## config.mk

```make
export PLATFORM = sky130hd
export DESIGN_NAME = keypad_scanner_flat
export DESIGN_NICKNAME = d
export VERILOG_FILES = /design/src/rtl/keypad_scanner_pkg.sv /design/src/rtl/keypad_scanner_if.sv /design/src/rtl/keypad_scanner_sync2.sv /design/src/rtl/keypad_scanner.sv /design/src/flat_wrapper.sv
export SDC_FILE = /design/constraint.sdc
export NUM_CORES = 1
export LEC_CHECK = 0
export ABC_AREA = 1
export ABC_CLOCK_PERIOD_IN_PS = 3700
export CAP_MARGIN = 20
export CORE_MARGIN = 8
export CORE_UTILIZATION = 29
export DETAILED_ROUTE_END_ITERATION = 8
export PLACE_DENSITY_LB_ADDON = 0.12
export SYNTH_ARGS = -nofsm -noshare
export SYNTH_HDL_FRONTEND = slang
export SYNTH_SLANG_ARGS = --single-unit
```

## constraint.sdc

```tcl
create_clock -name clk -period 3.7 [get_ports clk]
set_input_delay 0.925 -clock clk [delete_from_list [all_inputs] [get_ports clk]]
set_output_delay 0.925 -clock clk [all_outputs]
set_load 0.02 [all_outputs]
```

## src/rtl/keypad_scanner_pkg.sv

```systemverilog
// Shared definitions for the 4x4 matrix keypad scanner: matrix geometry,
// the "no key" code, the controller state type and the key encoder.
package keypad_pkg;

  localparam logic [3:0] NO_KEY  = 4'hF;
  localparam int         KP_ROWS = 4;
  localparam int         KP_COLS = 4;

  // SETTLE only follows reset; SCAN is the normal operating state.
  typedef enum logic [0:0] {
    SETTLE = 1'b0,
    SCAN   = 1'b1
  } scan_state_e;

  // Key code is row*4+col; with 2-bit fields this is a plain concatenation.
  function automatic logic [3:0] encode_key(input logic [1:0] row,
                                            input logic [1:0] col);
    return {row, col};
  endfunction

endpackage

```

## src/rtl/keypad_scanner_if.sv

```systemverilog
// Pin-side and key-side signals of the keypad scanner. The master modport is
// the scanner itself; the slave modport is the keypad / downstream side.
interface keypad_scanner_if;
  import keypad_pkg::*;

  logic [KP_ROWS-1:0] row_i;
  logic [KP_COLS-1:0] col_o;
  logic [3:0]         key_pressed_o;
  logic               key_strobe_o;

  modport master (
    input  row_i,
    output col_o,
    output key_pressed_o,
    output key_strobe_o
  );

  modport slave (
    output row_i,
    input  col_o,
    input  key_pressed_o,
    input  key_strobe_o
  );

endinterface

```

## src/rtl/keypad_scanner_sync2.sv

```systemverilog
// Generic two-flop synchronizer for asynchronous pin inputs. The reset value
// is a parameter so idle pulled-up pins can come out of reset as all ones.
module sync2 #(
  parameter int               WIDTH     = 1,
  parameter logic [WIDTH-1:0] RESET_VAL = '0
) (
  input  logic             clk,
  input  logic             rst,
  input  logic [WIDTH-1:0] d_i,
  output logic [WIDTH-1:0] q_o
);

  logic [WIDTH-1:0] meta_q;
  logic [WIDTH-1:0] sync_q;

  // Two back-to-back flops give the first stage a full cycle to resolve.
  always_ff @(posedge clk) begin
    if (rst) begin
      meta_q <= RESET_VAL;
      sync_q <= RESET_VAL;
    end else begin
      meta_q <= d_i;
      sync_q <= meta_q;
    end
  end

  assign q_o = sync_q;

endmodule

```

## src/rtl/keypad_scanner.sv

```systemverilog
// 4x4 matrix keypad scanner: walks an active-low column strobe, samples the
// synchronized rows late in each column slot, reduces each full scan to a
// single key code (ghosting and multi-press give NO_KEY) and debounces that
// code over several identical scans before updating the registered output.
module keypad_scanner
  import keypad_pkg::*;
#(
  parameter int SCAN_DIV       = 50000,
  parameter int DEBOUNCE_SCANS = 8
) (
  input  logic              clk,
  input  logic              rst,
  keypad_scanner_if.master  kp
);

  localparam int DW = (SCAN_DIV > 1) ? $clog2(SCAN_DIV) : 1;
  localparam int SW = $clog2(DEBOUNCE_SCANS + 1);

  localparam logic [DW-1:0] DIV_LAST   = DW'(SCAN_DIV - 1);
  localparam logic [SW-1:0] STABLE_MAX = SW'(DEBOUNCE_SCANS);

  logic [KP_ROWS-1:0] row_s;

  scan_state_e   state_q,      state_d;
  logic [DW-1:0] div_cnt_q,    div_cnt_d;
  logic [1:0]    col_idx_q,    col_idx_d;
  logic [1:0]    hit_cnt_q,    hit_cnt_d;
  logic [3:0]    hit_code_q,   hit_code_d;
  logic [3:0]    candidate_q,  candidate_d;
  logic [SW-1:0] stable_cnt_q, stable_cnt_d;
  logic [3:0]    key_q,        key_d;
  logic          strobe_q,     strobe_d;

  logic          sample;
  logic [2:0]    col_hits;
  logic [2:0]    hit_sum;
  logic [1:0]    base_hits;
  logic [3:0]    base_code;
  logic [1:0]    last_row;
  logic          row_seen;
  logic [3:0]    scan_result;

  sync2 #(
    .WIDTH     (KP_ROWS),
    .RESET_VAL ({KP_ROWS{1'b1}})
  ) u_row_sync (
    .clk (clk),
    .rst (rst),
    .d_i (kp.row_i),
    .q_o (row_s)
  );

  // State register for sequencer, accumulator, debouncer and outputs.
  always_ff @(posedge clk) begin
    if (rst) begin
      state_q      <= SETTLE;
      div_cnt_q    <= '0;
      col_idx_q    <= 2'd0;
      hit_cnt_q    <= 2'd0;
      hit_code_q   <= NO_KEY;
      candidate_q  <= NO_KEY;
      stable_cnt_q <= '0;
      key_q        <= NO_KEY;
      strobe_q     <= 1'b0;
    end else begin
      state_q      <= state_d;
      div_cnt_q    <= div_cnt_d;
      col_idx_q    <= col_idx_d;
      hit_cnt_q    <= hit_cnt_d;
      hit_code_q   <= hit_code_d;
      candidate_q  <= candidate_d;
      stable_cnt_q <= stable_cnt_d;
      key_q        <= key_d;
      strobe_q     <= strobe_d;
    end
  end

  // Next-state logic: column timing, per-scan hit accumulation, scan
  // reduction and debounce all resolve on the same sample edge.
  always_comb begin
    state_d      = state_q;
    div_cnt_d    = div_cnt_q;
    col_idx_d    = col_idx_q;
    hit_cnt_d    = hit_cnt_q;
    hit_code_d   = hit_code_q;
    candidate_d  = candidate_q;
    stable_cnt_d = stable_cnt_q;
    key_d        = key_q;
    strobe_d     = 1'b0;
    col_hits     = 3'd0;
    hit_sum      = 3'd0;
    base_hits    = 2'd0;
    base_code    = NO_KEY;
    last_row     = 2'd0;
    row_seen     = 1'b0;
    scan_result  = NO_KEY;

    sample = (div_cnt_q == DIV_LAST);

    for (int r = 0; r < KP_ROWS; r++) begin
      if (!row_s[r]) begin
        col_hits = col_hits + 3'd1;
        last_row = 2'(r);
        row_seen = 1'b1;
      end
    end

    if (sample) begin
      div_cnt_d = '0;
    end else begin
      div_cnt_d = div_cnt_q + DW'(1);
    end

    case (state_q)
      SETTLE: begin
        if (sample) begin
          state_d   = SCAN;
          col_idx_d = 2'd0;
        end
      end

      SCAN: begin
        if (sample) begin
          col_idx_d = col_idx_q + 2'd1;

          if (col_idx_q != 2'd0) begin
            base_hits = hit_cnt_q;
            base_code = hit_code_q;
          end

          hit_sum    = {1'b0, base_hits} + col_hits;
          hit_cnt_d  = (hit_sum >= 3'd2) ? 2'd2 : hit_sum[1:0];
          hit_code_d = row_seen ? encode_key(last_row, col_idx_q) : base_code;

          if (col_idx_q == 2'd3) begin
            scan_result = (hit_cnt_d == 2'd1) ? hit_code_d : NO_KEY;

            if (scan_result != candidate_q) begin
              candidate_d  = scan_result;
              stable_cnt_d = SW'(1);
            end else if (stable_cnt_q < STABLE_MAX) begin
              stable_cnt_d = stable_cnt_q + SW'(1);
            end

            if ((stable_cnt_d == STABLE_MAX) && (candidate_d != key_q)) begin
              key_d    = candidate_d;
              strobe_d = (candidate_d != NO_KEY);
            end
          end
        end
      end

      default: begin
        state_d = SETTLE;
      end
    endcase
  end

  assign kp.col_o         = ~(KP_COLS'(1) << col_idx_q);
  assign kp.key_pressed_o = key_q;
  assign kp.key_strobe_o  = strobe_q;

endmodule

```

## src/flat_wrapper.sv

```systemverilog
// flat-port wrapper written by rule: the top's interface ports become plain ports
module keypad_scanner_flat import keypad_pkg::*;
#(
  parameter int SCAN_DIV       = 50000,
  parameter int DEBOUNCE_SCANS = 8
)
  (clk, rst, kp_row_i, kp_col_o, kp_key_pressed_o, kp_key_strobe_o);
  keypad_scanner_if kp_i ();
  input  logic clk;
  input  logic rst;
  input wire logic [$bits(kp_i.row_i)-1:0] kp_row_i;
  output wire logic [$bits(kp_i.col_o)-1:0] kp_col_o;
  output wire logic [$bits(kp_i.key_pressed_o)-1:0] kp_key_pressed_o;
  output wire logic [$bits(kp_i.key_strobe_o)-1:0] kp_key_strobe_o;
  assign kp_i.row_i = kp_row_i;
  assign kp_col_o = kp_i.col_o;
  assign kp_key_pressed_o = kp_i.key_pressed_o;
  assign kp_key_strobe_o = kp_i.key_strobe_o;
  keypad_scanner #(.SCAN_DIV(SCAN_DIV), .DEBOUNCE_SCANS(DEBOUNCE_SCANS)) u_core (.clk(clk), .rst(rst), .kp(kp_i));
endmodule
```

==> impl_summary.md, run 1 <==
Clock network
The number of buffers inserted by hold repair at cts is 0. Clock tree synthesis inserted a total of 5 buffers. The total number of clock tree sinks is 46. The post-cts resize count is 0. The clock tree from TritonCTS is done. The number of H-tree levels is 2. The number of buffers inserted to repair setup after CTS is 0. Clock-pin slew was measured on the worst setup and hold paths at 0.09 ns. The maximum clock path buffer count is 2. The clock latency reported for the late side of the worst-skew pair is 0.30 ns.

The tree is rooted in a sky130_fd_sc_hd__clkbuf_8.

Synthesis
The most frequently used flop master after synthesis is sky130_fd_sc_hd__dfxtp_1. By area the synthesized netlist is led by sky130_fd_sc_hd__dfxtp_1 (37%), sky130_fd_sc_hd__nand2_1 (8.6%), sky130_fd_sc_hd__inv_1 (6.8%). Counting flops and latches in the post-synthesis netlist gives 46. The number of nets produced by synthesis is 344. sky130_fd_sc_hd__dfxtp_1 takes more of the synthesized area than any other cell. The average size of a mapped cell is just under 8 µm².

In the post-synthesis netlist, the cell with the most instances is sky130_fd_sc_hd__nand2_1. Sorting the synthesized cells by how often they occur yields sky130_fd_sc_hd__nand2_1 (58), sky130_fd_sc_hd__dfxtp_1 (46), sky130_fd_sc_hd__inv_1 (46). In this run the biggest area consumer among cell types represents 36.5% of the synthesized area. The share of synthesized flip-flops with an asynchronous set or reset is 0%. The synthesized instance count is 327. The Yosys step of the flow raised 0 warnings. The post-synthesis cell type count is slightly above 40.

Summing every instance area after synthesis gives 2520 µm². Yosys mapped a number of flops with a built-in enable equal to 0. The sequential-to-total area share from yosys stat is approximately 37%.

Pwr
The analysis attributes to cell leakage a power of 1.20 nW. The share of total power in sequential cells is between 50% and 60%. The fraction of power consumed by combinational cells is 10.1%.

The worst-case IR drop observed on VDD is 0.125 mV. The net load switching power is roughly 0.24 mW. The internal power summed over all cells is 0.734 mW.

Of the total power, the clock network draws 38.1%. For this design the ratio of total power to cell area is roughly 340 nW/µm². The net switching share of the total power is 24.8%.

Detailed routing
The first-pass detailed-route iteration total is 4. For this block, the via count after detailed routing is 2054. The final routed DRC violation total is 0.

The detail route stage leaves a number of antenna-violating nets equal to 0. The mean routed wirelength per cell is around 12 µm. The count of routing violations after the opening detailed-route iteration is 70. The per-cell via count in the routed design is about 4.6. The overall routed net length is between 5000 and 6000 µm.

STA
Based on the critical path, the design can be clocked at up to just over 300 MHz. The slew at the pin closest to its max-slew limit is 0.641 ns. Measured against its own limit, the worst slew margin works out to a little under three fifths.

The shortest clock period the worst path allows after layout is 3.24 ns. Setup violations remaining at the end of the flow were counted as 0. The number of pins with negative max-slew slack in the final report was 0.

The worst clock skew is 0.00839 ns. The period utilization is 87.6%. The summed negative setup slack over all endpoints is 0 ns. The final hold violation count is 0.

Setup repair after global routing left no endpoint under its margin. The setup slack of the critical path after layout is 0.461 ns.

Finish
Compared with the post-synthesis result, the final layout area differs by 14.2%. Cells with a size suffix above 1 make up 14.0% of the layout. In the final design database the tool counted between 300 and 400 nets. 0 antenna diodes ended up in the layout.

Setup path
In this design, the stage delay of the slowest critical-path cell is 0.40 ns. For the worst setup path, the data arrival time is 3.41 ns. In this run the worst path has a maximum fanout of 5. Walking the worst path, the cells encountered are inv_1 -> ha_1 -> xnor2_1 -> xor2_1 -> ha_1 -> inv_1 -> fa_1 -> inv_1 -> nand2_4 -> nand2_1 -> nand2_1 -> nand2_1 -> nand4_2 -> nand2_1 -> nand2_2 -> nor2_8 -> nand3_4 -> inv_2 -> nand4_2 -> nand2_1 -> nand3_1. Counting stages on the worst path, the most repeated cell is sky130_fd_sc_hd__nand2_1. The worst setup path is captured at a register. The class of the most critical setup path is register to register.

For this design, the slowest cell found on the critical path is sky130_fd_sc_hd__fa_1. The data required time of the critical path is 3.88 ns. The kind of start point of the critical path is a register.

Global routing
The number of global-route vias before repair is 1992. The largest net degree at the start of global routing is 18. The first-pass GRT wire length is 9030 µm. The total routing usage reported by global routing is under 10%. The number of antenna violations at the first check in global routing is 0. For this run the aggregate overflow at the end of global routing stands at 0.

Floorplan
The initialized floorplan defines 34 standard-cell rows. The area of the placeable core is 8590 µm². The overall die area is 11900 µm². The floorplan step set the die height to 109 µm. Measured along the x axis, the die boundary spans ~110 µm.

The starting density of the core is 29.3%. The count of pins on the block boundary is 15.

Min path
The path class of the tightest hold or removal check is register to register.

Placement
The worst setup slack after placement is approximately 0.44 ns. Buffers placed on the I/O ports in this run total 14. The congestion estimate from routability-driven global placement came to 0.773. The wire-length estimate of the detail-placed layout is slightly above 4000 µm.

Outcome
The run finished with clean final reports.

Flow run
The number of maximum-capacitance violations is 0.
-- power by group through the flow --
| stage | sequential [mW] | combinational [mW] | clock (mW) |
|---|---|---|---|
| 3_3_place_gp | 0.518 | 0.102 | 0 |
| 6_report | 0.506 | 0.0986 | 0.372 |
| 3_5_place_dp | 0.518 | 0.101 | 0 |
| 5_1_grt | 0.507 | 0.110 | 0.409 |
| 2_1_floorplan | 0.516 | 0.0781 | 0 |
| 4_1_cts | 0.506 | 0.101 | 0.393 |
-- per-layer routing --
metal | vias up | global-route usage, % | part of all wire [%]
met5 | - | 0 | 0
met4 | 0 | 3.18 | 1.2
met3 | 4 | 2.13 | 2.6
met2 | 15 | 16.3 | 48
met1 | 923 | 11.2 | 48
li1 | 1112 | - | -
-- through the flow --
step	instances	util [%]	hold WS, ns	area, µm²	total power [mW]
after floorplan	327	-	0.389	2520	0.594
after CTS	451	33.5	0.419	2880	1.00
after detailed placement	443	32.2	0.397	2770	0.618
final	451	33.5	0.417	2880	0.977
after global placement	443	32.2	0.399	2770	0.619
after global routing	451	33.5	0.427	2880	1.03
-- cell families (layout without fill, tap and decap cells) --
logic type / after synthesis / count (layout) / synth area share, %
xor+xnor: 6 / 6 / 2.08
simple gates: 162 / 162 / 36.3
mux: 1 / 1 / 0.397
flops: 46 / 46 / 36.5
buf+inv: 57 / 73 / 8.78
compound gates: 44 / 44 / 10.2
fa+ha+maj: 11 / 11 / 5.76
-- final cells by class --
type	instances	area, µm²
Clock buffer	5	68.8
Multi-Input combinational cell	224	1380
Tap cell	108	135
Sequential cell	46	921
Fill cell	928	5710
Inverter	50	188
Timing Repair Buffer	15	148
Clock inverter	3	40.0
-- final timing paths --
kind         slack, ns                         from                         end  cells after the start
max               0.46     u_core.u_row_sync.q_o[0]  u_core.kp.key_pressed_o[2]                     21
min               0.42  u_core.u_row_sync.meta_q[0]    u_core.u_row_sync.q_o[0]                      1
max reg2reg       0.46     u_core.u_row_sync.q_o[0]  u_core.kp.key_pressed_o[2]                     21
min reg2reg       0.42  u_core.u_row_sync.meta_q[0]    u_core.u_row_sync.q_o[0]                      1
-- worst max-delay path: cells and delay by family (launching register included) --
| kind | cells | cell delay, ns |
|---|---|---|
| adders and majority gates | 3 | 0.88 |
| xor gates and xnor gates | 2 | 0.40 |
| buffers and inverters | 4 | 0.27 |
| and+or+nand+nor | 12 | 1.23 |
| DFF | 1 | 0.34 |
-- layout by cell type, fill, tap and decap left out, drive strengths merged, types with 2 or more instances in the layout --
master         count
inv               50
nand3             23
nor4               3
nor3b              7
clkbuf             5
nor3              10
clkdlybuf4s50     14
nand4             19
nand2             65
nor2              26
o21ai             15
o211ai             4
xor2               5
ha                10
a21oi             19
a31oi              3
or2                9
clkinv             2
dfxtp             46
-- registers in the layout (all words and copies together) (netlist names) --
signal                    cells
u_core.div_cnt_q             16
u_core.candidate_q            4
u_core.hit_code_q             4
u_core.kp.key_pressed_o       4
u_core.stable_cnt_q           4
u_core.u_row_sync.meta_q      4
u_core.u_row_sync.q_o         4
u_core.col_idx_q              2
u_core.hit_cnt_q              2
u_core.kp.key_strobe_o        1
u_core.state_q                1
Note: power is estimated with default switching activity, not from simulation.
==> run 2: changes to the inputs <==
SKIP_CTS_REPAIR_TIMING = 1   (was not set)
==> results of run 2 <==
The final DEF is identical to that of run 1; final timing and power are the same.
